[config.mk]
export PLATFORM = sky130hd
export DESIGN_NAME = onehot_enc_pipe
export DESIGN_NICKNAME = d
export VERILOG_FILES = /design/src/rtl/onehot_pkg.sv /design/src/rtl/onehot_enc_lane.sv /design/src/rtl/onehot_enc_pipe.sv
export SDC_FILE = /design/constraint.sdc
export NUM_CORES = 1
export LEC_CHECK = 0
export CAP_MARGIN = 30
export CORE_MARGIN = 5
export CORE_UTILIZATION = 43
export DETAILED_ROUTE_END_ITERATION = 8
export GPL_ROUTABILITY_DRIVEN = 0
export PLACE_DENSITY = 0.85
export REMOVE_ABC_BUFFERS = 1
export SKIP_LAST_GASP = 1
export SYNTH_ARGS = -nofsm -noshare
export SYNTH_HDL_FRONTEND = slang
export SYNTH_SLANG_ARGS = --single-unit
[constraint.sdc]
create_clock -name clk -period 2.05 [get_ports clk]
set_input_delay 0.615 -clock clk [delete_from_list [all_inputs] [get_ports clk]]
set_output_delay 0.615 -clock clk [all_outputs]
set_load 0.005 [all_outputs]
[src/rtl/onehot_pkg.sv]
// rtl/onehot_pkg.sv - shared error-counter constants and per-lane result type for onehot_enc_pipe
package onehot_pkg;

  localparam int              ERR_W     = 8;
  localparam logic [ERR_W-1:0] ERR_MAX   = 8'd255;
  // Wide enough for the largest legal lane (256 bits -> 8-bit index).
  localparam int              BIN_MAX_W = 8;

  typedef struct packed {
    logic [BIN_MAX_W-1:0] bin;
    logic                 zero;
    logic                 multi;
  } lane_res_t;

endpackage

[src/rtl/onehot_enc_lane.sv]
// rtl/onehot_enc_lane.sv - combinational one-hot to binary encoder for one lane (multi detect under ONEHOT_ENC_PIPE_CHECK_EN)
module onehot_enc_lane
  import onehot_pkg::*;
#(
  parameter int ONEHOT_WIDTH = 16
) (
  input  logic [ONEHOT_WIDTH-1:0] onehot,
  output lane_res_t               res
);

  always_comb begin
    res = '0;
    // OR of all set indices: exact for one-hot, defined fallback for multi-hot.
    for (int i = 0; i < ONEHOT_WIDTH; i++) begin
      if (onehot[i]) res.bin = res.bin | BIN_MAX_W'(i);
    end
    res.zero = (onehot == '0);
`ifdef ONEHOT_ENC_PIPE_CHECK_EN
    res.multi = ((onehot & (onehot - ONEHOT_WIDTH'(1))) != '0);
`endif
  end

endmodule

[src/rtl/onehot_enc_pipe.sv]
// rtl/onehot_enc_pipe.sv - multi-lane one-hot encoder behind a 2-entry skid FIFO; ONEHOT_ENC_PIPE_CHECK_EN adds multi-hot detect and err_count
module onehot_enc_pipe
  import onehot_pkg::*;
#(
  parameter int ONEHOT_WIDTH = 16,
  parameter int CHANNELS     = 4,
  parameter int BIN_WIDTH    = $clog2(ONEHOT_WIDTH)
) (
  input  logic                             clk,
  input  logic                             reset_n,
  input  logic                             in_valid,
  output logic                             in_ready,
  input  logic [CHANNELS*ONEHOT_WIDTH-1:0] in_onehot,
  output logic                             out_valid,
  input  logic                             out_ready,
  output logic [CHANNELS*BIN_WIDTH-1:0]    out_bin,
  output logic [CHANNELS-1:0]              out_zero,
  output logic [CHANNELS-1:0]              out_multi,
  output logic [ERR_W-1:0]                 err_count
);

  localparam int BW_ALL = CHANNELS * BIN_WIDTH;
`ifdef ONEHOT_ENC_PIPE_CHECK_EN
  localparam int PW = BW_ALL + 2 * CHANNELS;
`else
  localparam int PW = BW_ALL + CHANNELS;
`endif

  logic [BW_ALL-1:0]   enc_bin;
  logic [CHANNELS-1:0] enc_zero;
  logic [CHANNELS-1:0] enc_multi;
  logic [PW-1:0]       enc_pl;

  for (genvar c = 0; c < CHANNELS; c++) begin : g_lane
    lane_res_t res;
    logic      unused_res_bits;
    onehot_enc_lane #(.ONEHOT_WIDTH(ONEHOT_WIDTH)) u_lane (
      .onehot (in_onehot[c*ONEHOT_WIDTH +: ONEHOT_WIDTH]),
      .res    (res)
    );
    assign enc_bin[c*BIN_WIDTH +: BIN_WIDTH] = res.bin[BIN_WIDTH-1:0];
    assign enc_zero[c]                       = res.zero;
    assign enc_multi[c]                      = res.multi;
    assign unused_res_bits                   = ^res.bin;
  end

`ifdef ONEHOT_ENC_PIPE_CHECK_EN
  assign enc_pl = {enc_multi, enc_zero, enc_bin};
`else
  logic unused_multi;
  assign unused_multi = ^enc_multi;
  assign enc_pl       = {enc_zero, enc_bin};
`endif

  logic [PW-1:0] head_q, head_d, skid_q, skid_d;
  logic [1:0]    count_q, count_d;
  logic          in_ready_q, in_ready_d;
  logic          out_valid_q, out_valid_d;
  logic          push, pop;

  // head_q always holds the oldest beat, so the outputs come straight from flops.
  always_comb begin
    push        = in_valid & in_ready_q;
    pop         = out_valid_q & out_ready;
    head_d      = head_q;
    skid_d      = skid_q;
    count_d     = count_q;
    case (count_q)
      2'd0: begin
        if (push) begin
          head_d  = enc_pl;
          count_d = 2'd1;
        end
      end
      2'd1: begin
        if (push && pop) begin
          head_d = enc_pl;
        end else if (push) begin
          skid_d  = enc_pl;
          count_d = 2'd2;
        end else if (pop) begin
          count_d = 2'd0;
        end
      end
      default: begin
        if (pop) begin
          head_d  = skid_q;
          skid_d  = enc_pl;
          count_d = push ? 2'd2 : 2'd1;
        end
      end
    endcase
    in_ready_d  = (count_d < 2'd2);
    out_valid_d = (count_d != 2'd0);
  end

  always_ff @(posedge clk or negedge reset_n) begin
    if (!reset_n) begin
      head_q      <= '0;
      skid_q      <= '0;
      count_q     <= 2'd0;
      in_ready_q  <= 1'b0;
      out_valid_q <= 1'b0;
    end else begin
      head_q      <= head_d;
      skid_q      <= skid_d;
      count_q     <= count_d;
      in_ready_q  <= in_ready_d;
      out_valid_q <= out_valid_d;
    end
  end

  assign in_ready  = in_ready_q;
  assign out_valid = out_valid_q;
  assign out_bin   = head_q[BW_ALL-1:0];
  assign out_zero  = head_q[BW_ALL +: CHANNELS];

`ifdef ONEHOT_ENC_PIPE_CHECK_EN
  logic [ERR_W-1:0] err_q, err_d;

  always_comb begin
    err_d = err_q;
    if (push && (|enc_multi) && (err_q != ERR_MAX)) err_d = err_q + 1'b1;
  end

  always_ff @(posedge clk or negedge reset_n) begin
    if (!reset_n) err_q <= '0;
    else          err_q <= err_d;
  end

  assign out_multi = head_q[BW_ALL + CHANNELS +: CHANNELS];
  assign err_count = err_q;
`else
  assign out_multi = '0;
  assign err_count = '0;
`endif

endmodule
==> metrics.yaml <==
outcome: "finished, final reports clean"
synth-compound-area-share: 0.0962
startpoint_type: "input port"
multi_input_area_um2: 1170
final_hold_viol_count: 0
cts_tree: "yes"
vias: 2141
grt_max_degree: 45
dpl_cell_area_um2: 3480
slew_viol_final: 0
hold_path.class: "in -> async"
rsz0062_at_grt: "no"
drtIter0Drc: 64
die-area_um2: 7230
start_util: 0.442
ant_nets: 0
root_buffer: "clkbuf_8"
endpoint_kind: "flop"
ys_types: 31
vdd_drop_max_uv: 815
grtUsageTotal: 0.184
drive_gt1_frac: 0.187
antenna_found_initial: 0
syn2layout_area_growth_pct: 49.0
cts_max_path_buffers: 2
slew_headroom: 0.628
ys_warn_count: 0
fin_nets: 398
io_buffers: 89
ys_seq_area_frac: 0.455
ff_latch_area_um2: 1100
n_antenna_cell: 0
grt-ovfl-total: 0
worstPathRequired_ps: 2230
synth_xor_area_frac: 0
drv_cap: 0
num_rows: 27
fin_crit_ps: 1980
clock_latency_ps: 310
path_clk_slew_ps: 90
post-route-period-util: 0.965
tightest_slew_ps: 558
grt_pass1_wl_um: 10700
p_leak_nw: 1.26
synth_top_family_by_area: "simple AND/OR/NAND/NOR gates"
dr.pass1.iters: 6
muxShareOfSynthArea: 0.181
die_y_um: 85.0
hpwl_um: 5090
drc_errors: 0
ctsHoldBuffers: 0
powerDensity_nw_per_um2: 756
design_area_um2: 3600
boundaryPins: 102
criticalPathCategory: "in -> reg"
synth_simple_gate_area_frac: 0.186
die_w_um: 85.0
avgViaCountPerCell: 5.31
synth_top_area_share: 0.455
yosys.area_share.adder: 0
worst-path-max-fanout: 20
drt-wirelength-per-cell_um: 16.3
synthCells: 219
ys_ff_latch: 44
fmax_mhz: 506
synth_top_area_cell: "dfrtp_1"
grt_pass1_vias: 2341
core_um2: 5470
finClkSkew_ps: 12.2
final_common_cell: "clkdlybuf4s50_1"
synth.cell_area_um2: 2420
rr_worst_depth: 4
synth_area_leaders: "dfrtp_1 (46%), nor4_1 (8.0%), mux2_4 (6.2%)"
cts_sinks: 44
preCtsSetupSlack_ps: -250
numCtsBuffers: 5
final_cell_mix: "clkdlybuf4s50_1 (88), dfrtp_1 (43), nor4_1 (31)"
avgSynthCellArea_um2: 11.0
cts_max_level: 2
setup_viol: 0
finalWorstSetupSlack_ps: 72.2
final.fill_count: 436
crit_arrival_ps: 2160
routed_wl_um: 6560
worst max-delay path: stages:
cell,delay [ps]
clkdlybuf4s50_1,500
a21bo_2,260
o31ai_4,230
buf_12,210
mux2_2,350
routing by layer:
layer  vias up  track usage  share of wire
li1       1036            -              -
met1      1032        0.203           0.40
met2        60        0.339           0.53
met3        13       0.0408          0.041
met4         0       0.0763          0.021
met5         -            0              0
what timing repair did:
item / CTS / global route
setup endpoints to repair: 0 / 1
setup buffers: 0 / 0
resized for setup: 0 / 1
endpoints found under the hold margin: 0 / 0
cell families (layout without fill, tap and decap cells):
kind of cell,Yosys count,in the layout
and+or+nand+nor,79,79
AOI/OAI and AO/OA,32,32
other,1,12
muxes,36,36
DFF,44,44
buffers and inverters,27,128
final timing paths:
path / slack, ps / from / endpoint
setup / recovery: 70 / out_ready / skid_q[3]$_DFFE_PN0P_
hold / removal: 370 / reset_n / head_q[10]$_DFFE_PN0P_
setup reg to reg: 390 / count_q[1]$_DFF_PN0_ / head_q[6]$_DFFE_PN0P_
hold reg to reg: 500 / skid_q[13]$_DFFE_PN0P_ / skid_q[13]$_DFFE_PN0P_
max in group asynchronous: 1250 / reset_n / out_valid$_DFF_PN0_
min in group clk: 500 / skid_q[13]$_DFFE_PN0P_ / skid_q[13]$_DFFE_PN0P_
Yosys cell counts (all sizes together):
master / instances
dfrtp: 44
mux2: 32
nor4: 32
buf: 19
nand2: 18
a31oi: 16
nor2b: 16
nand4: 9
o211ai: 5
inv: 4
mux2i: 4
o21ai: 4
clkbuf: 3
a21oi: 2
nand3: 2
a21bo: 1
a21o: 1
a2bb2oi: 1
clkinv: 1
conb: 1
nor2: 1
o21bai: 1
o31ai: 1
or2: 1
through the flow:
step / power (W) / TNS, ps / util / std cells / hold slack (ps)
after detailed placement: 0.00203 / -5490 / 0.636 / 395 / 478
after CTS: 0.00274 / 0 / 0.658 / 403 / 389
final: 0.00273 / 0 / 0.659 / 403 / 375
after global placement: 0.00201 / -3440 / 0.636 / 395 / 469
after floorplan: 0.00148 / 0 / - / 208 / 319
after global routing: 0.00286 / 0 / 0.659 / 403 / 426
registers in the layout (all words and copies together), names as in the netlist:
name       cells
count_q        2
skid_q        20
out_valid      1
in_ready       1
head_q        20
cell type report:
class                           count  share of cell area
Sequential cell                    44               0.306
Tap cell                           72              0.0250
Clock buffer                        6              0.0229
Multi-Input combinational cell    159               0.323
Timing Repair Buffer              115               0.307
Inverter                            5             0.00521
Clock inverter                      2              0.0108
power breakdown:
group | total, W | internal, W | leakage [nW] | switching [W]
combinational | 0.00101 | 0.000549 | 0.762 | 0.000465
clock | 0.000703 | 0.000399 | 0.0614 | 0.000304
sequential | 0.00101 | 0.000924 | 0.438 | 0.0000841
No activity file was read; power rests on OpenSTA's default activity.
==> patch (same settings) <==
The option `ONEHOT_ENC_PIPE_CHECK_EN` is turned on by a define.
--- a/src/rtl/onehot_enc_lane.sv
+++ b/src/rtl/onehot_enc_lane.sv
@@ -1,2 +1,4 @@
 // rtl/onehot_enc_lane.sv - combinational one-hot to binary encoder for one lane (multi detect under ONEHOT_ENC_PIPE_CHECK_EN)
+`define ONEHOT_ENC_PIPE_CHECK_EN
+
 module onehot_enc_lane
Behaviour: not the same (a bounded check fails within 4 cycles, from zero or initial values and one cycle with reset_n low).
==> patch against the original RTL <==
Power up 97%; first-iteration DRC count grew to 3.8 times the old value; highest routed layer unchanged; the run now ends with setup timing left; worst setup slack lost 0.73 ns; critical path depth rose by 4; sequential cell count increased by 16; synthesized area increased by 50%; wire length rose by 110%; cell area grew 76%.
==> patch: results (changes against the original RTL) <==
initial antenna violation count=0 (unchanged); reg2reg start=err_count[2] (was count_q[1]); failing checks=setup timing; Root Buffer=clkbuf_8 (unchanged); Tightest Hold Check Type=in -> async (unchanged); layout cells sized above 1=38.7% (was 18.7%); Leak=2.62 nW (was 1.26 nW); number of global-route vias before repair=4,422 (was 2,341); DR vias/cell=5.85 (was 5.31); Worst EP arrival=2.95 ns (was 2.16 ns); GRT Overall Usage=24.6% (was 18.4%); dpl hpwl=8810 um (was 5090 um); Final TNS setup=-6.64 ns (was 0 ns); CTS max path bufs=2 (unchanged); DR iter-0 viols=241 (was 64); I/O Buffers=101 (was 89); ys async rst share=100% (unchanged); worst-path fanout max=5 (was 20); Final Skew=0.00668 ns (was 0.0122 ns); Synth warnings=0 (unchanged); largest stage delay on the critical path=0.53 ns (was 0.50 ns); Num CTS Buffers=9 (was 5); # setup viols final=16 (was 0); sequential share of the synthesized area=41.4% (was 45.5%); largest net degree at the start of global routing=46 (was 45); Clock Pin Slew Worst Setup and Hold Paths=0.07 ns (was 0.09 ns); synth cell count leaders=nor2_1 (63), dfrtp_1 (60), a21oi_1 (45) (was dfrtp_1 (44), nor4_1 (31), nand2_1 (18)); final net count=722 (was 398); largest cells by area after synthesis=dfrtp_1 (41%), nor2_1 (6.5%), a21oi_1 (6.2%), o21ai_0 (5.0%), nand2_1 (4.2%) (was dfrtp_1 (46%), nor4_1 (8.0%), mux2_4 (6.2%), mux2_1 (5.1%), mux2_2 (5.1%)); worst vdd ir=0.000401 V (was 0.000815 V); Crit path max-delay family=simple AND/OR/NAND/NOR gates (was buffers and inverters); Pre-antenna DRT Iters=5 (was 6); Worst Slack Setup Final=-0.653 ns (was 0.0722 ns); total grt overflow=0 (unchanged); status=complete, but fails checks (was completed); Worst slew margin=66.5% (was 62.8%); H-tree levels=3 (was 2); count of unique library cells instantiated by Yosys=62 (was 31); Clk Latency, worst-skew pair=0.35 ns (was 0.31 ns); post-route ant nets=0 (unchanged); # diodes=0 (unchanged); drt total wl=13,500 um (was 6560 um); first-pass GRT wire length=20,400 um (was 10,700 um); worst setup path start=in_onehot[19] (was out_ready); slowest CP cell=or4_4 (was clkdlybuf4s50_1)
-- patch: cells by family after synthesis --
| group | count (synthesis) | share of synthesized area, % |
|---|---|---|
| simple gates | 193 | 27.8 |
| compound gates | 129 | 22.6 |
| flops | 60 | 41.4 |
| buf+inv | 26 | 3.00 |
| mux | 11 | 3.42 |
| xor+xnor | 4 | 0.966 |
| fa+ha+maj | 3 | 0.897 |
-- patch: path summary, 6_finish.rpt --
path	endpoint	slack [ns]	depth (start not counted)
worst max register to register	err_count[6]	0.06	8
worst min register to register	head_q[10]	0.48	2
worst min-delay path	head_q[13]	0.21	1
worst max-delay path	err_count[2]	-0.65	9
max in group asynchronous	count_q[1]	1.27	2
min in group clk	head_q[10]	0.48	2
-- patch: timing repair --
| action | in CTS | in global routing |
|---|---|---|
| pin swaps | 43 | 33 |
| buffers inserted | 16 | 5 |
| gates resized for setup | 191 | 56 |
| setup endpoints to repair | 18 | 18 |
-- patch: layout make-up --
cell class                      instances  area, um2
Clock buffer                           13        159
Clock inverter                          2       10.0
Multi-Input combinational cell        340       2450
Tap cell                              105        131
Sequential cell                        60       1500
Fill cell                             487       1870
Inverter                                8       30.0
Timing Repair Buffer                  234       2060
-- patch: through the flow --
step | std cells | setup WS, ns | instance area (um2) | power, mW
floorplan | 408 | -1.69 | 3550 | 2.73
global placement | 727 | -1.40 | 5620 | 4.14
detailed placement | 727 | -1.53 | 5620 | 4.23
CTS | 758 | -0.579 | 6090 | 5.22
global route | 762 | -0.650 | 6350 | 5.68
finish | 762 | -0.653 | 6350 | 5.36
-- patch: metal layers --
| metal | GRT usage [%] | wire length (um) |
|---|---|---|
| met2 | 44.6 | 7060 |
| met5 | 0 | 0 |
| met4 | 9.59 | 415 |
| met1 | 28.5 | 5100 |
| met3 | 4.98 | 938 |
-- patch: where the power goes --
group / switching (mW) / internal (mW)
clock: 0.462 / 0.495
combinational: 1.25 / 1.34
sequential: 0.292 / 1.52
